==> config.mk <==
export PLATFORM = sky130hd
export DESIGN_NAME = rom_fetch_arbiter
export DESIGN_NICKNAME = d
export VERILOG_FILES = /design/src/rtl/rom_fetch_arbiter.sv
export SDC_FILE = /design/constraint.sdc
export NUM_CORES = 1
export LEC_CHECK = 0
export BUFFER_PORTS_ARGS = -buffer_cell sky130_fd_sc_hd__buf_2
export CAP_MARGIN = 10
export CORE_MARGIN = 2
export CORE_UTILIZATION = 32
export DETAILED_ROUTE_END_ITERATION = 16
export GPL_TIMING_DRIVEN = 0
export MAX_ROUTING_LAYER = met4
export PLACE_DENSITY = 0.62
export SKIP_LAST_GASP = 1
export SLEW_MARGIN = 20
export SYNTH_ARGS = -nofsm -noshare
export SYNTH_HDL_FRONTEND = slang
export SYNTH_SLANG_ARGS = --single-unit
==> constraint.sdc <==
create_clock -name clk -period 4.2 [get_ports clk]
set_input_delay 0.42 -clock clk [delete_from_list [all_inputs] [get_ports clk]]
set_output_delay 0.42 -clock clk [all_outputs]
set_load 0.02 [all_outputs]
==> src/rtl/rom_fetch_arbiter.sv <==
// Purpose: four-port round-robin arbiter sharing one registered-output ROM among fetch clients.
// Latency: req sampled at edge k -> rom_cen at k, ROM sample at k+1, ack/data at k+2.
// Backpressure: none toward the ROM; clients wait on ack, one grant per edge, 1 read/cycle sustained.
//
// Ports:
//   clk, reset_n          clock and asynchronous active-low reset
//   req[3:0], addr        per-port request level and address (addr held stable while req high)
//   ack[3:0], data        per-port one-cycle data-valid pulse and held read data
//   rom_addr, rom_cen     registered ROM address / clock enable (one read per high cycle)
//   rom_data              ROM output, valid the cycle after rom_cen is sampled
module rom_fetch_arbiter #(
    parameter int DATA_WIDTH = 8,
    parameter int ADDR_WIDTH = 15
) (
    input  logic                    clk,
    input  logic                    reset_n,
    input  logic [3:0]              req,
    input  logic [4*ADDR_WIDTH-1:0] addr,
    output logic [3:0]              ack,
    output logic [4*DATA_WIDTH-1:0] data,
    output logic [ADDR_WIDTH-1:0]   rom_addr,
    output logic                    rom_cen,
    input  logic [DATA_WIDTH-1:0]   rom_data
);

    logic [3:0] busy;       // granted, ack not yet returned
    logic [1:0] last_gnt;   // round-robin pointer; search starts at last_gnt+1
    logic [1:0] cen_id;     // port that owns the read currently on rom_cen
    logic       s1_vld;     // ROM has sampled a read; data arrives at the next edge
    logic [1:0] s1_id;

    logic [3:0] elig;
    logic       gnt_vld;
    logic [1:0] gnt_id;
    logic [1:0] cand;

    // A port whose ack is high this cycle is excluded so it cannot be
    // re-granted before the client has seen its data.
    assign elig = req & ~busy & ~ack;

    always_comb begin
        gnt_vld = 1'b0;
        gnt_id  = last_gnt;
        cand    = last_gnt;
        for (int i = 1; i <= 4; i++) begin
            cand = last_gnt + 2'(i);
            if (!gnt_vld && elig[cand]) begin
                gnt_vld = 1'b1;
                gnt_id  = cand;
            end
        end
    end

    // Grant stage: drive the ROM and record the owner of this read.
    always_ff @(posedge clk or negedge reset_n) begin
        if (!reset_n) begin
            rom_cen  <= 1'b0;
            rom_addr <= '0;
            cen_id   <= 2'd0;
            last_gnt <= 2'd3;
        end else begin
            rom_cen <= gnt_vld;
            if (gnt_vld) begin
                rom_addr <= addr[gnt_id*ADDR_WIDTH +: ADDR_WIDTH];
                cen_id   <= gnt_id;
                last_gnt <= gnt_id;
            end
        end
    end

    // Tag stage 1: follows rom_cen by one edge, i.e. the edge the ROM samples it.
    always_ff @(posedge clk or negedge reset_n) begin
        if (!reset_n) begin
            s1_vld <= 1'b0;
            s1_id  <= 2'd0;
        end else begin
            s1_vld <= rom_cen;
            s1_id  <= cen_id;
        end
    end

    // Tag stage 2: capture ROM output into the owning port and pulse its ack.
    always_ff @(posedge clk or negedge reset_n) begin
        if (!reset_n) begin
            ack  <= '0;
            data <= '0;
            busy <= '0;
        end else begin
            ack <= '0;
            if (s1_vld) begin
                ack[s1_id]                          <= 1'b1;
                data[s1_id*DATA_WIDTH +: DATA_WIDTH] <= rom_data;
                busy[s1_id]                         <= 1'b0;
            end
            // A busy port is never eligible, so set and clear never hit the same bit.
            if (gnt_vld) begin
                busy[gnt_id] <= 1'b1;
            end
        end
    end

endmodule

* Yosys cells after proc, flatten, opt, wreduce, memory -nomap -nowiden *
Index checks and enable logic that the tools add are counted.

storage, ports and cells
  flip-flop bits (word level) = 63
  input port bits = 74
  logic and storage cells = 64

operators by class
  add/sub/neg operators = 4
  $mul = 1
  order comparisons = 8
  shift operators = 3
  mux-type cells = 24
  bitwise operators = 7
  reductions and logical operators = 8

operators with widths
  cell                                                                           count
  60-bit by 7-bit indexed part select with 15-bit output                         1
  5-bit negation with 34-bit output                                              1
  8-bit by 34-bit variable shift with 32-bit output (first input constant)       1
  8-bit by 34-bit indexed part select with 32-bit output                         1
  32-bit bitwise mux                                                             1
  2-bit by 3-bit less-than comparator with 1-bit output (second input constant)  6
  4-bit bitwise AND                                                              3
  4-bit 2-to-1 mux                                                               3
  4-bit NOT                                                                      3
  1-bit 2-to-1 mux                                                               10
  1-bit binary-select mux with 2-bit select                                      4
  2-bit 2-to-1 mux                                                               4
  2-bit by 4-bit multiplier with 6-bit output (second input constant)            1
  1-bit logical AND                                                              5
  2-bit adder (second input constant)                                            2
  1-bit demux with 2-bit select                                                  2
  2-bit by 1-bit >= comparator with 1-bit output (second input constant)         2
  4-bit OR                                                                       1
  1-bit zero test                                                                3
  2-bit by 1-bit adder with 2-bit output (second input constant)                 1

* Logic depth before layout (Yosys ltp) *
  depth in word-level cells = 21
  mapped depth = 7
  mapped depth without buffers = 6

* Least setup slack after synthesis *
No wires, ideal clock.

  path type = register to register
  from = register ack[0]
  to = register rom_addr[0]
  setup time = 0.135 ns
  data arrival time = 1.943 ns
  slack = 2.122 ns
  stages on the path, launching flop included = 7
  clock period less this slack = 2.078 ns
  path through = dfrtp_1 or3b_4 nor2b_4 a211oi_4 buf_4 mux2i_1 a221oi_2

on the way
  cells in the longest elaborated chain, start to end = 16

ends and longest elaborated chain
  element                                                 line  text
  start: declaration                                      19    output logic [3:0] ack,
  start signal: assignment                                85    ack <= '0;
  start signal: assignment                                89    ack <= '0;
  start signal: indexed assignment                        91    ack[s1_id] <= 1'b1;
  4-bit NOT *                                             39    assign elig = req & ~busy & ~ack;
  4-bit bitwise AND *                                     39
  1-bit binary-select mux with 2-bit select               47    if (!gnt_vld && elig[cand]) begin
  1-bit 2-to-1 mux (not written as such)                  47
  1-bit 2-to-1 mux                                        47
  1-bit zero test                                         47
  1-bit logical AND                                       47
  1-bit 2-to-1 mux                                        47
  1-bit zero test                                         47
  1-bit logical AND                                       47
  1-bit 2-to-1 mux                                        47
  1-bit zero test                                         47
  1-bit logical AND                                       47
  2-bit 2-to-1 mux                                        47
  2-bit by 4-bit multiplier with 6-bit output             64    rom_addr <= addr[gnt_id*ADDR_WIDTH +: ADDR_WIDTH];
  60-bit by 7-bit indexed part select with 15-bit output  64
  end signal: assignment                                  64
  end: declaration                                        21    output logic [ADDR_WIDTH-1:0] rom_addr,

Mark *: on every way between the ends. The rest lies on a longest branch, timed or not. The select of a mux whose other input is x is not followed.
A chain may end at the register's enable or synchronous reset.

* Worst setup path in the final report *
  from = register s1_id[1]
  to = register data[14]

on the way
  cells in the longest elaborated chain, start to end = 3

ends and longest elaborated chain
  element                                                                                                                             line  text
  start: declaration                                                                                                                  30    logic [1:0] s1_id;
  start signal: assignment                                                                                                            78    s1_id <= cen_id;
  5-bit negation with 34-bit output *                                                                                                 92    data[s1_id*DATA_WIDTH +: DATA_WIDTH] <= rom_data;
  8-bit by 34-bit indexed part select with 32-bit output / 8-bit by 34-bit variable shift with 32-bit output (equally long branches)  92
  32-bit bitwise mux *                                                                                                                92
  end signal: indexed assignment                                                                                                      92
  end: declaration                                                                                                                    20    output logic [4*DATA_WIDTH-1:0] data,

Mark *: on every way between the ends. The rest lies on a longest branch, timed or not.

==> report_table.html <==
<table>
<tr><th>Metric</th><th>Value</th></tr>
<tr><th colspan="2">Logic synthesis</th></tr>
<tr><td>Number of register bits inferred by synthesis</td><td>63</td></tr>
<tr><td>Syn avg cell area</td><td>13.1 µm²</td></tr>
<tr><td>Syn nets</td><td>302</td></tr>
<tr><td>Share of the synthesized area in compound gates (AO/OA/AOI/OAI)</td><td>20.1%</td></tr>
<tr><td>Area share of xor/xnor cells in the synthesized design</td><td>0%</td></tr>
<tr><td>Leading area contributor after synthesis</td><td>dfrtp_1</td></tr>
<tr><td>Post-synth EDFFs</td><td>0</td></tr>
<tr><td>Fraction of the mapped netlist area in adder cells</td><td>3.46%</td></tr>
<tr><td>Share of the synthesized area in the top cell type</td><td>52.8%</td></tr>
<tr><td>Synthesized cell area</td><td>0.00289 mm²</td></tr>
<tr><td>Most used DFF post-synth</td><td>dfrtp_1</td></tr>
<tr><td>Simple-gate share of the synthesized area</td><td>8.88%</td></tr>
<tr><td>Post-synthesis cell type count</td><td>37</td></tr>
<tr><td>Synthesized netlist cell count</td><td>220</td></tr>
<tr><td>Combinational family with the most area after synthesis</td><td>compound AO/OA/AOI/OAI gates</td></tr>
<tr><td>Multiplexer share of the synthesized area</td><td>10.4%</td></tr>
<tr><td>Most numerous cell types in the synthesized netlist</td><td>dfrtp_1 (61), a22o_1 (33), mux2i_1 (30)</td></tr>
<tr><td>Top-count cell post-synth</td><td>dfrtp_1</td></tr>
<tr><td>Biggest area contributors in the synthesized netlist</td><td>dfrtp_1 (53%), mux2i_1 (10%), a22o_1 (10%), a221oi_2 (5.7%), ha_1 (3.5%)</td></tr>
<tr><td>Synthesis Warnings</td><td>0</td></tr>
<tr><td>Sequential cell area fraction in the yosys report</td><td>54.7%</td></tr>
<tr><td>Fraction of registers with async set or reset after synthesis</td><td>100%</td></tr>
<tr><th colspan="2">Power</th></tr>
<tr><td>Power Density</td><td>815 mW/mm²</td></tr>
<tr><td>Reported leakage power</td><td>2.03 nW</td></tr>
<tr><td>Maximum vdd ir drop</td><td>0.294 mV</td></tr>
<tr><th colspan="2">Clock tree</th></tr>
<tr><td>Number of CTS-inserted buffers</td><td>9</td></tr>
<tr><td>Worst-path clk slew</td><td>0.08 ns</td></tr>
<tr><td>Number of buffers on the longest clock path</td><td>2</td></tr>
<tr><td>Clock insertion delay at the later pin of the skew report</td><td>0.34 ns</td></tr>
<tr><td>H-tree depth</td><td>3</td></tr>
<tr><td>Resized Gates After CTS</td><td>0</td></tr>
<tr><td>CTS Root Cell</td><td>clkbuf_8</td></tr>
<tr><td>CTS tree</td><td>yes</td></tr>
<tr><td>Sink count of the clock tree</td><td>63</td></tr>
<tr><th colspan="2">Detailed routing</th></tr>
<tr><td>WL/cell</td><td>16.4 µm</td></tr>
<tr><td>Via count of the routed design</td><td>2366</td></tr>
<tr><td>Total wire length after detailed routing</td><td>7770 µm</td></tr>
<tr><td>DRT antenna net count</td><td>0</td></tr>
<tr><td>DRC Markers</td><td>0</td></tr>
<tr><td>Starting DRT DRC Count</td><td>45</td></tr>
<tr><td>Via count normalized by instance count</td><td>5.00</td></tr>
<tr><td>Router iterations before antenna repair</td><td>4</td></tr>
<tr><th colspan="2">Critical path</th></tr>
<tr><td>Peak fanout along the critical path</td><td>9</td></tr>
<tr><td>Slowest Stage Delay on Critical Path</td><td>0.95 ns</td></tr>
<tr><td>CP delay by family, top</td><td>simple AND/OR/NAND/NOR gates</td></tr>
<tr><td>Category of the most critical setup path</td><td>flip-flop to flip-flop</td></tr>
<tr><td>Buffer and inverter count on the worst path</td><td>1</td></tr>
<tr><td>Number of cells on the critical path</td><td>5</td></tr>
<tr><td>Worst path arrival time</td><td>2.55 ns</td></tr>
<tr><td>Startpoint types</td><td>flip-flop</td></tr>
<tr><td>Cells along the critical path</td><td>inv_1 &gt; ha_1 &gt; nand2_1 &gt; nor4b_2 &gt; a22o_1</td></tr>
<tr><td>FF-to-FF path depth</td><td>5</td></tr>
<tr><td>Capturing element type of the critical path</td><td>flip-flop</td></tr>
<tr><td>Cell with the largest stage delay on the worst path</td><td>nor4b_2</td></tr>
<tr><td>Data required, critical path</td><td>4.47 ns</td></tr>
<tr><th colspan="2">Die</th></tr>
<tr><td>Width of the die</td><td>99.0 µm</td></tr>
<tr><td>Vert. Die Dim</td><td>99.0 µm</td></tr>
<tr><td>Area of the core</td><td>0.00872 mm²</td></tr>
<tr><td>Cell Rows</td><td>34</td></tr>
<tr><td>IO Pins</td><td>126</td></tr>
<tr><td>Initial core utilization</td><td>33.1%</td></tr>
<tr><td>Floorplan die area</td><td>0.00980 mm²</td></tr>
<tr><th colspan="2">Global route</th></tr>
<tr><td>Pin count of the biggest net entering global routing</td><td>39</td></tr>
<tr><td>Initial antenna violation count</td><td>0</td></tr>
<tr><td>Global-route wire length before repair</td><td>12400 µm</td></tr>
<tr><td>Via count of the first global-routing pass</td><td>2449</td></tr>
<tr><td>Overall Global Routing Usage</td><td>16.6%</td></tr>
<tr><td>Remaining Overflow, GRT</td><td>0</td></tr>
<tr><th colspan="2">Finish</th></tr>
<tr><td># nets final</td><td>442</td></tr>
<tr><td>Filler Cells Inserted</td><td>813</td></tr>
<tr><td>Share of cells above drive strength 1</td><td>47.7%</td></tr>
<tr><td>Antenna fix cells</td><td>0</td></tr>
<tr><td>Register area</td><td>0.00158 mm²</td></tr>
<tr><td>End-of-flow core utilization</td><td>44.6%</td></tr>
<tr><td>Layout-stage area growth over the synthesis result</td><td>34.7%</td></tr>
<tr><td>Multi-input gate area in the final layout</td><td>0.00125 mm²</td></tr>
<tr><td>Finished Cell Area</td><td>0.00389 mm²</td></tr>
<tr><th colspan="2">Job</th></tr>
<tr><td>Max-capacitance violation count</td><td>0</td></tr>
<tr><th colspan="2">Placed design</th></tr>
<tr><td>Pre-CTS setup slack</td><td>1.82 ns</td></tr>
<tr><td>Placer's final routability congestion estimate</td><td>0.732</td></tr>
<tr><td>I/O Buffers</td><td>125</td></tr>
<tr><td>Area after DPL</td><td>0.00370 mm²</td></tr>
<tr><td>Detailed placement HPWL</td><td>5800 µm</td></tr>
<tr><th colspan="2">Worst hold path</th></tr>
<tr><td>Instance count along the most critical hold path</td><td>2</td></tr>
<tr><td>Path category of the worst min-delay check</td><td>input pin to flip-flop</td></tr>
<tr><th colspan="2">STA</th></tr>
<tr><td>Number of setup violations in the final report</td><td>0</td></tr>
<tr><td>Shortest clock period the worst path allows after layout</td><td>2.28 ns</td></tr>
<tr><td>Setup TNS after final layout</td><td>0 ns</td></tr>
<tr><td>Final period utilization</td><td>54.3%</td></tr>
<tr><td>RSZ-0062 raised after global routing</td><td>no</td></tr>
<tr><td>Hold Worst Slack</td><td>0.338 ns</td></tr>
<tr><td>Maximum clock frequency</td><td>0.438 GHz</td></tr>
<tr><td>Remaining max-slew budget at the tightest pin</td><td>30.6%</td></tr>
<tr><td>Final slew viol count</td><td>0</td></tr>
<tr><td>Worst Clk Skew</td><td>0.0100 ns</td></tr>
<tr><td>Slew at the pin closest to its max-slew limit</td><td>1.04 ns</td></tr>
<tr><td>Count of endpoints failing hold in the final timing report</td><td>0</td></tr>
<tr><td>Least setup slack across all paths after layout</td><td>1.92 ns</td></tr>
<tr><th colspan="2">Status</th></tr>
<tr><td>Outcome</td><td>completed</td></tr>
</table>
-- registers in the layout, indices dropped and copies added, names as in the netlist --
name and flops:
s1_id 2, rom_cen 1, data 32, rom_addr 15, ack 4, busy 4, cen_id 2, s1_vld 1
last_gnt 2
-- layout by cell type (no fill, tap or decap), types with 2 or more instances in the layout --
| cell | instances |
|---|---|
| o21ai_1 | 2 |
| clkbuf_8 | 9 |
| clkbuf_1 | 2 |
| nor4b_2 | 3 |
| dfrtp_1 | 61 |
| clkinv_4 | 2 |
| nand2_1 | 10 |
| inv_1 | 5 |
| and2_1 | 4 |
| inv_2 | 2 |
| buf_6 | 2 |
| buf_4 | 2 |
| a221oi_1 | 4 |
| nor3b_1 | 2 |
| a221oi_2 | 11 |
| dfstp_2 | 2 |
| nor2_1 | 18 |
| mux2i_1 | 30 |
| ha_1 | 8 |
| or3b_1 | 2 |
| inv_6 | 3 |
| a22o_1 | 33 |
| buf_2 | 128 |
-- layer usage --
metal,part of all wire [%],vias up,global-route usage (%)
met5,0,-,-
met3,8.4,6,5.18
met2,45,110,25.5
met1,46,1132,21.7
met4,0.58,0,3.48
li1,-,1118,-
-- kinds of logic after synthesis --
family | after synthesis
AO/OA/AOI/OAI | 58
adder cells (fa/ha/maj) | 8
buffers and inverters | 14
flip-flops | 63
multiplexers | 30
AND/OR/NAND/NOR | 47
-- path summary, 6_finish.rpt --
kind                            slack [ns]                  start              endpoint
worst min register to register        0.38  cen_id[0]$_DFFE_PN0N_    s1_id[0]$_DFF_PN0_
min in group asynchronous             0.54                reset_n   data[9]$_DFFE_PN0P_
worst max register to register        1.92     s1_id[1]$_DFF_PN0_  data[14]$_DFFE_PN0P_
worst max-delay path                  1.92     s1_id[1]$_DFF_PN0_  data[14]$_DFFE_PN0P_
max in group asynchronous             3.14                reset_n  data[14]$_DFFE_PN0P_
worst min-delay path                  0.34            rom_data[3]  data[27]$_DFFE_PN0P_
-- layout make-up --
type / count / share of cell area (%)
inverter: 7 / 0.675
tap: 108 / 3.47
multi-input combinational: 143 / 32.3
sequential: 63 / 40.6
clock buffer: 9 / 3.18
buffer: 7 / 1.22
clock inverter: 7 / 1.45
timing repair buffer: 129 / 17.2
-- per-stage QoR --
step / power, mW / instances
floorplan: 2.21 / 220
global placement: 2.67 / 453
detailed placement: 2.73 / 456
CTS: 3.22 / 473
global route: 3.40 / 473
finish: 3.17 / 473
-- what timing repair did --
| item | 4_1_cts | 5_1_grt |
|---|---|---|
| hold buffers | 1 | 0 |
| buffers inserted | 0 | 0 |
| setup endpoints to repair | 0 | 0 |
| hold endpoints to repair | 23 | 0 |
-- where the power goes --
group	internal [mW]	total, mW	switching [mW]
logic	0.690	1.68	0.988
clock network	0.221	0.480	0.260
registers	0.861	1.02	0.154
total	1.77	3.17	1.40
(Power assumes the default switching activity.)
